## src/rtl/ps2_key_tracker.sv

```systemverilog
// PS/2 keyboard receiver with per-key held/press tracking.
// Decodes E0/F0 prefixes and matches up to NUM_KEYS configured scan codes.
module ps2_key_tracker #(
    parameter int                     NUM_KEYS       = 4,
    parameter logic [NUM_KEYS*9-1:0]  KEY_CODES      = {9'h174, 9'h172, 9'h16B, 9'h175},
    parameter int                     SYNC_STAGES    = 2,
    parameter int                     TIMEOUT_CYCLES = 50000
) (
    input  logic                Clock,
    input  logic                Reset,
    input  logic                PS2Clock,
    input  logic                PS2Data,
    output logic [NUM_KEYS-1:0] KeyHeld,
    output logic [NUM_KEYS-1:0] KeyPress,
    output logic [7:0]          ScanCode,
    output logic                ScanValid,
    output logic                Extended,
    output logic                Release,
    output logic                FrameError
);

    localparam int TW = $clog2(TIMEOUT_CYCLES + 1);

    typedef enum logic [1:0] {IDLE, DATA, PARITY, STOP} state_t;

    state_t                 state;
    logic [SYNC_STAGES-1:0] clk_sync, dat_sync;
    logic                   ps2c_prev;
    logic [2:0]             bitcnt;
    logic [7:0]             shift;
    logic                   par_err;
    logic [TW-1:0]          tocnt;
    logic                   pend_ext, pend_rel;
    logic                   falling, sdat;
    logic [NUM_KEYS-1:0]    match;

    always_ff @(posedge Clock or posedge Reset) begin
        if (Reset) begin
            clk_sync  <= '1;
            dat_sync  <= '1;
            ps2c_prev <= 1'b1;
        end else begin
            clk_sync  <= {clk_sync[SYNC_STAGES-2:0], PS2Clock};
            dat_sync  <= {dat_sync[SYNC_STAGES-2:0], PS2Data};
            ps2c_prev <= clk_sync[SYNC_STAGES-1];
        end
    end

    assign falling = ps2c_prev & ~clk_sync[SYNC_STAGES-1];
    assign sdat    = dat_sync[SYNC_STAGES-1];

    // Key match is evaluated on the assembled byte while the stop bit arrives.
    always_comb begin
        match = '0;
        for (int i = 0; i < NUM_KEYS; i++)
            match[i] = (shift == KEY_CODES[9*i +: 8]) && (pend_ext == KEY_CODES[9*i+8]);
    end

    always_ff @(posedge Clock or posedge Reset) begin
        if (Reset) begin
            state      <= IDLE;
            bitcnt     <= '0;
            shift      <= '0;
            par_err    <= 1'b0;
            tocnt      <= '0;
            pend_ext   <= 1'b0;
            pend_rel   <= 1'b0;
            KeyHeld    <= '0;
            KeyPress   <= '0;
            ScanCode   <= '0;
            ScanValid  <= 1'b0;
            Extended   <= 1'b0;
            Release    <= 1'b0;
            FrameError <= 1'b0;
        end else begin
            ScanValid  <= 1'b0;
            KeyPress   <= '0;
            FrameError <= 1'b0;
            if (state == IDLE) begin
                tocnt <= '0;
                if (falling && !sdat) begin
                    state  <= DATA;
                    bitcnt <= '0;
                end
            end else if (falling) begin
                tocnt <= '0;
                case (state)
                    DATA: begin
                        shift  <= {sdat, shift[7:1]};
                        bitcnt <= bitcnt + 3'd1;
                        if (bitcnt == 3'd7)
                            state <= PARITY;
                    end
                    PARITY: begin
                        par_err <= ~(^shift ^ sdat);
                        state   <= STOP;
                    end
                    default: begin
                        state <= IDLE;
                        if (!sdat || par_err) begin
                            FrameError <= 1'b1;
                            pend_ext   <= 1'b0;
                            pend_rel   <= 1'b0;
                        end else if (shift == 8'hE0) begin
                            pend_ext <= 1'b1;
                        end else if (shift == 8'hF0) begin
                            pend_rel <= 1'b1;
                        end else begin
                            ScanCode  <= shift;
                            Extended  <= pend_ext;
                            Release   <= pend_rel;
                            ScanValid <= 1'b1;
                            pend_ext  <= 1'b0;
                            pend_rel  <= 1'b0;
                            for (int i = 0; i < NUM_KEYS; i++) begin
                                if (match[i]) begin
                                    KeyHeld[i]  <= ~pend_rel;
                                    KeyPress[i] <= ~pend_rel & ~KeyHeld[i];
                                end
                            end
                        end
                    end
                endcase
            end else if (tocnt == TW'(TIMEOUT_CYCLES - 1)) begin
                state      <= IDLE;
                tocnt      <= '0;
                FrameError <= 1'b1;
                pend_ext   <= 1'b0;
                pend_rel   <= 1'b0;
            end else begin
                tocnt <= tocnt + 1'b1;
            end
        end
    end

endmodule

```

## config.mk

```make
export PLATFORM = sky130hd
export DESIGN_NAME = ps2_key_tracker
export DESIGN_NICKNAME = d
export VERILOG_FILES = /design/src/rtl/ps2_key_tracker.sv
export SDC_FILE = /design/constraint.sdc
export NUM_CORES = 1
export LEC_CHECK = 0
export ABC_AREA = 0
export CORE_UTILIZATION = 50
export DETAILED_ROUTE_END_ITERATION = 16
export HOLD_SLACK_MARGIN = 0.06
export PLACE_DENSITY_LB_ADDON = 0.25
export SLEW_MARGIN = 30
export SYNTH_ARGS = -nofsm -noshare
export SYNTH_HDL_FRONTEND = slang
export SYNTH_SLANG_ARGS = --single-unit
```

## constraint.sdc

```tcl
create_clock -name Clock -period 1.6 [get_ports Clock]
set_input_delay 0.24 -clock Clock [delete_from_list [all_inputs] [get_ports Clock]]
set_output_delay 0.24 -clock Clock [all_outputs]
set_load 0.005 [all_outputs]
```

==> impl_metrics.toml, run 1 <==
[clock_network]
clock_latency_ps = 340
clock-root-buffer = "clkbuf_8"
max-clock-path-buffers = 2
cts_buffers = 9
cts.htree.levels = 3
clock_tree_from_tritoncts = "yes"
cts.clk_slew.worst_paths_ps = 70
clock_sink_count = 57

[sta]
final_critical_path_setup_slack_ps = -106
min_period_over_period_pct = 107
finalMaxSlewViolations = 0
rsz_0062_raised_after_global_routing = "true"
finalSetupViolCount = 17
final-hold-violation-count = 0
maximum_clock_frequency_mhz = 586
worst_slew_pin_slew_ps = 354
timing.max_slew.rel_slack_pct = 76.4
final_period_minus_worst_setup_slack_ps = 1710
worst_case_clock_skew_ps = 10.2

[outcome]
run_status = "complete, but fails checks"
violations_in_the_final_reports = "negative setup slack"

[yosys]
synth-seq-cells = 57
synth-seq-area-share_pct = 52.0
synth.largest_area_cell = "dfrtp_1"
yosys.area.top_type_share_pct = 47.2
synth.top_cells.by_count = "52 x dfrtp_1, 21 x nor2_1, 19 x ha_1, 19 x nand2_1, 15 x xnor2_1"
synth_area_sq_um = 2760
synth_warnings = 0
postSynthNetCount = 273
post_synth_num_cell_types = 45
count_leader_synth = "dfrtp_1"
synth_area_leaders = "dfrtp_1 47%, ha_1 8.6%, dfstp_2 4.8%, xnor2_1 4.8%, mux2_1 3.3%"
number_of_standard_cells_after_synthesis = 250
synth_async_sr_flop_share_pct = 100
yosys_most_used_dff = "dfrtp_1"
synth_area_per_cell_sq_um = 11.0
edff_count_synth = 0

[worst_setup_path]
signal_arrival_time_at_the_worst_endpoint_ps = 1930
path_depth_of_the_worst_reg2reg_path = 5
timing.critical_path.depth = 5
crit_fanout = 10
crit_path_end_kind = "flip-flop"
rr_startpoint = "shift[5]$_DFFE_PP0P_"
worstSetupStartpoint = "shift[5]$_DFFE_PP0P_"
reg2reg_to = "Release$_DFFE_PP0P_"
worst_path_dominant_cell_family = "flip-flops"
max_stage_delay_ps = 410
path_class = "reg -> reg"
cp_cell_sequence = "ha_2 > o2111a_1 > nand3b_1 > buf_6 > mux2_1"
critical_path.endpoint = "Release$_DFFE_PP0P_"
timing.reg2reg.setup_slack_ps = -110
cp_data_required_time_ps = 1820
worstPathBufferInverterCount = 1
cpMaxStageDelayCell = "dfrtp_1"
worst_setup_path_start_kind = "flip-flop"

[final_layout]
finalNonFillerCells = 418
layout.nets = 366
finalInstanceArea_sq_um = 3910
final_layout_size_suffix_gt1_share_pct = 35.6
num_antenna_cells = 0
area_growth_syn_to_layout_pct = 41.6

[route]
dr.first_iter.drc_count = 76
detail_route.drc_violations = 0
wirelength_um = 6020
wl_per_cell_um = 14.4
route.vias.total = 2150
ant_nets = 0
detailedRoute.firstPassIterationCount = 4
avgViaCountPerCell = 5.14

[power_and_ir_drop]
total_leakage_power_uw = 0.00174
powerDensity_nw_per_um2 = 1220
power.ir.vdd_worst_uv = 821

[grt]
grt_overflow = 0
grt_antenna_before_repair = 0
number_of_global_route_vias_before_repair = 2236
grt_start_max_net_pins = 24
wire_length_of_the_first_global_routing_pass_um = 10000
overall_fraction_of_global_route_tracks_in_use_pct = 22.6

[place]
dp_hpwl_um = 4140
place.detailed.instances = 393
globalplace.congestion = 0.828
numPortBuffers = 23
dpl_cell_area_sq_um = 3510

[die]
die_w_um = 76.3
die_y_um = 76.3
core-area_sq_um = 5200
floorplan.io_pins = 24
die_area_sq_um = 5820
initial_utilization_pct = 53.0
std_cell_rows = 26

[hold_path]
min_path_type = "in -> async"

[flow_run]
max-cap-violations = 0
layout by cell type, fill, tap and decap left out, types with 7 or more instances in the layout:
cell and count:
buf_4 57, inv_1 11, nor2_1 17, clkbuf_8 10, nor3_2 7, dfrtp_1 52, nand4_1 8, ha_1 14
clkdlybuf4s50_1 23, xnor2_1 15, o21ai_1 12, nand2_1 18
worst min path at each step:
stage,from,endpoint,cells after the start
after floorplan,PS2Clock,clk_sync[0]$_DFF_PP1_,0
after global placement,dat_sync[0]$_DFF_PP1_,dat_sync[1]$_DFF_PP1_,0
after detailed placement,dat_sync[0]$_DFF_PP1_,dat_sync[1]$_DFF_PP1_,0
after CTS,Reset,shift[0]$_DFFE_PP0P_,2
after global routing,Reset,shift[1]$_DFFE_PP0P_,2
final,Reset,shift[1]$_DFFE_PP0P_,2
report_power, final:
group	leakage [uW]	switching, uW	internal, uW
Combinational	0.000883	802	885
Clock	0.0000974	545	758
Sequential	0.000760	141	1640
Total	0.00174	1490	3290
flip-flops by register name, summed over array words and instances (netlist names), 2 cells and up:
signal and cells:
tocnt 16, ScanCode 8, shift 8, KeyHeld 4, KeyPress 4, bitcnt 3
clk_sync 2, dat_sync 2, state 2
layer usage:
layer	wire length [um]	global-route usage (%)	vias to the layer above
met2	2940	38.7	39
met3	197	7.31	19
met4	175	8.08	0
li1	-	-	1072
met5	0	0	-
met1	2710	26.5	1020
repair_timing:
item | 4_1_cts | 5_1_grt
gates resized for setup | 4 | 30
pin swaps | 0 | 9
hold buffers | 0 | 0
endpoints found under the setup margin | 18 | 32
buffers inserted | 2 | 7
logic make-up after synthesis:
| logic type | count (synthesis) | share of synthesized area, % |
|---|---|---|
| buf+inv | 19 | 2.68 |
| fa+ha+maj | 19 | 8.62 |
| xor+xnor | 17 | 5.40 |
| flops | 57 | 52.0 |
| compound gates | 32 | 7.21 |
| simple gates | 91 | 18.2 |
| mux | 15 | 5.90 |
per-stage QoR:
stage / TNS (ps) / power, uW / worst slack, ps / hold slack, ps / util, %
floorplan: -341 / 2690 / -60.3 / 244 / -
global route: -2200 / 5090 / -167 / 268 / 75.0
global placement: -51.0 / 3280 / -24.5 / 346 / 67.4
CTS: -837 / 4670 / -89.7 / 230 / 71.9
finish: -844 / 4780 / -106 / 228 / 75.0
detailed placement: -546 / 3350 / -66.2 / 347 / 67.4
cell type report:
| type | instances | area (sq um) |
|---|---|---|
| Timing Repair Buffer | 88 | 766 |
| Fill cell | 367 | 1300 |
| Tap cell | 70 | 87.6 |
| Multi-Input combinational cell | 174 | 1380 |
| Sequential cell | 57 | 1430 |
| Inverter | 13 | 52.6 |
| Clock inverter | 3 | 40.0 |
| Clock buffer | 13 | 149 |
No activity file was read; power rests on OpenSTA's default activity.
==> run 2, diff against run 1 <==
- GPL_ROUTABILITY_DRIVEN: unset -> 1
==> results of run 2 <==
Final layout, timing and power as in run 1 (identical DEF).
==> run 3, diff against run 2 <==
--- a/config.mk
+++ b/config.mk
@@ -10,4 +10,5 @@
 export DETAILED_ROUTE_END_ITERATION = 16
 export GPL_ROUTABILITY_DRIVEN = 1
+export GPL_TIMING_DRIVEN = 0
 export HOLD_SLACK_MARGIN = 0.06
 export PLACE_DENSITY_LB_ADDON = 0.25
==> constraint.sdc (replaced) <==
create_clock -name Clock -period 1.7 [get_ports Clock]
set_input_delay 0.255 -clock Clock [delete_from_list [all_inputs] [get_ports Clock]]
set_output_delay 0.255 -clock Clock [all_outputs]
set_load 0.02 [all_outputs]
==> run 3 against run 2 <==
  * The run still ends with negative setup slack left
  * Utilization fell by 5.4 points
  * Largest power group unchanged
  * Cell count shrank 11%
  * Fmax decreased by 5.7%
  * Critical endpoint is now KeyHeld[1]$_DFFE_PP0P_
==> impl_metrics.toml, run 3 (same netlist as run 1, synthesis figures left out) <==
[route]
avgViaCountPerCell = 5.48
drt-met1-wl_um = 2650
detailedRoute.firstPassIterationCount = 4
ant_nets = 0
detail_route.drc_violations = 0
route.vias.total = 2048
routed.top_layer = "met4"
wl_per_cell_um = 15.7
wirelength_um = 5860
detailroute.wirelength.met2_um = 2930
dr.first_iter.drc_count = 84
detailroute.wirelength.met3_um = 192

[clock_network]
clock_tree_from_tritoncts = "yes"
clock_latency_ps = 340
cts.clk_slew.worst_paths_ps = 60
cts.htree.levels = 3
postCtsHoldBufs = 0
cts_buffers = 9
clock-root-buffer = "clkbuf_8"
max-clock-path-buffers = 2
clock_sink_count = 57

[sta]
finalSetupViolCount = 14
final_period_minus_worst_setup_slack_ps = 1810
min_period_over_period_pct = 106
worst_slew_pin_slew_ps = 350
timing.max_slew.rel_slack_pct = 76.7
maximum_clock_frequency_mhz = 552
final-hold-violation-count = 0
finalMaxSlewViolations = 0
worst_case_clock_skew_ps = 6.38
rsz_0062_raised_after_global_routing = "true"
worst_hold_slack_ps = 204
final_critical_path_setup_slack_ps = -110
setup-tns-final_ps = -1030

[die]
floorplan.io_pins = 24
core-area_sq_um = 5200
initial_utilization_pct = 53.0
std_cell_rows = 26
die_w_um = 76.3
die_y_um = 76.3
die_area_sq_um = 5820

[final_layout]
fin_util_pct = 69.6
layout.nets = 322
largest_registers = "tocnt x16, ScanCode x8, shift x8"
area_growth_syn_to_layout_pct = 31.4
final_layout_size_suffix_gt1_share_pct = 31.3
final.fill_count = 376
layout_commonest_cell = "dfrtp_1"
largest_register_ffs = 16
top_reg_by_flops = "tocnt"
multi_input_comb_area_sq_um = 1440
finalNonFillerCells = 374
highest_count_cells_in_the_layout_ignoring_fill_and_taps = "47 x dfrtp_1, 23 x clkdlybuf4s50_1, 19 x nor2_1"
seqCellArea_sq_um = 1440
num_antenna_cells = 0

[place]
dp_hpwl_um = 3460
globalplace.congestion = 0.865
numPortBuffers = 23
place.detailed.instances = 344

[grt]
overall_fraction_of_global_route_tracks_in_use_pct = 20.6
grt_overflow = 0
grt_antenna_before_repair = 0
wire_length_of_the_first_global_routing_pass_um = 9260
number_of_global_route_vias_before_repair = 2025
grt_start_max_net_pins = 42

[worst_setup_path]
crit_path_end_kind = "flip-flop"
worst_setup_path_start_kind = "flip-flop"
signal_arrival_time_at_the_worst_endpoint_ps = 2050
path_class = "reg -> reg"
cp_data_required_time_ps = 1940
timing.reg2reg.setup_slack_ps = -110
crit_fanout = 5

[outcome]
violations_in_the_final_reports = "negative setup slack"
run_status = "complete, but fails checks"

[power_and_ir_drop]
power.ir.vdd_worst_uv = 915
total_leakage_power_uw = 0.00154
powerDensity_nw_per_um2 = 1170

[hold_path]
min_path_type = "in -> async"

[flow_run]
max-cap-violations = 0
[run 3: cell count changes in the layout (fill, tap and decap cells not counted), moves of 3 or more]
cell | before | now
nor2_2 | 5 | 1
nand2_1 | 18 | 15
dfrtp_1 | 52 | 47
dfrtp_2 | 0 | 5
nor3_2 | 7 | 3
inv_1 | 11 | 5
o21ai_1 | 12 | 5
o21ai_2 | 1 | 8
buf_4 | 57 | 12
ha_2 | 5 | 2
inv_2 | 1 | 7
nor3_1 | 6 | 10
buf_6 | 6 | 3
[run 3: final timing paths]
path / start / to / cells past startpoint
worst max-delay path: shift[4]$_DFFE_PP0P_ / KeyHeld[1]$_DFFE_PP0P_ / 7
worst min-delay path: Reset / KeyHeld[0]$_DFFE_PP0P_ / 2
worst max register to register: shift[4]$_DFFE_PP0P_ / KeyHeld[1]$_DFFE_PP0P_ / 7
worst min register to register: clk_sync[0]$_DFF_PP1_ / clk_sync[1]$_DFF_PP1_ / 0
max in group asynchronous: Reset / dat_sync[0]$_DFF_PP1_ / 3
min in group Clock: PS2Data / dat_sync[0]$_DFF_PP1_ / 1
[run 3: routing by layer]
layer | up-vias | GRT usage [%]
li1 | 979 | -
met5 | - | 0
met1 | 1013 | 26.0
met2 | 45 | 32.4
met4 | 0 | 10.6
met3 | 11 | 5.63
[run 3: repair_timing]
action,in CTS,in global routing
gates resized for setup,34,33
gates cloned,1,1
pin swaps,6,6
setup endpoints to repair,36,37
buffers inserted,8,4
[run 3: area by class of cell]
| class | count | share of cell area, % |
|---|---|---|
| Multi-Input combinational cell | 174 | 39.8 |
| Sequential cell | 57 | 39.7 |
| Timing Repair Buffer | 38 | 10.1 |
| Clock buffer | 13 | 4.38 |
| Tap cell | 70 | 2.42 |
| Buffer | 6 | 1.76 |
| Inverter | 13 | 1.42 |
| Clock inverter | 3 | 0.414 |
[run 3: per-stage QoR]
step | area, sq um | power [uW] | setup WS (ps)
5_1_grt | 3620 | 4500 | -175
2_1_floorplan | 2770 | 2540 | 5.47
6_report | 3620 | 4250 | -110
4_1_cts | 3470 | 4120 | -67.6
3_5_place_dp | 3110 | 2840 | -354
3_3_place_gp | 3090 | 2800 | -974
[run 3: report_power, final]
| group | internal, uW | switching [uW] | leakage [uW] |
|---|---|---|---|
| registers | 1550 | 185 | 0.000752 |
| clock network | 602 | 525 | 0.0000932 |
| logic | 642 | 748 | 0.000690 |
[run 3: worst max-delay path: stages (launching register included)]
cell	delay, ps
dfrtp_1	420
inv_2	80
ha_4	170
o2111a_2	290
nand3b_1	240
buf_6	170
buf_4	150
o31ai_1	210
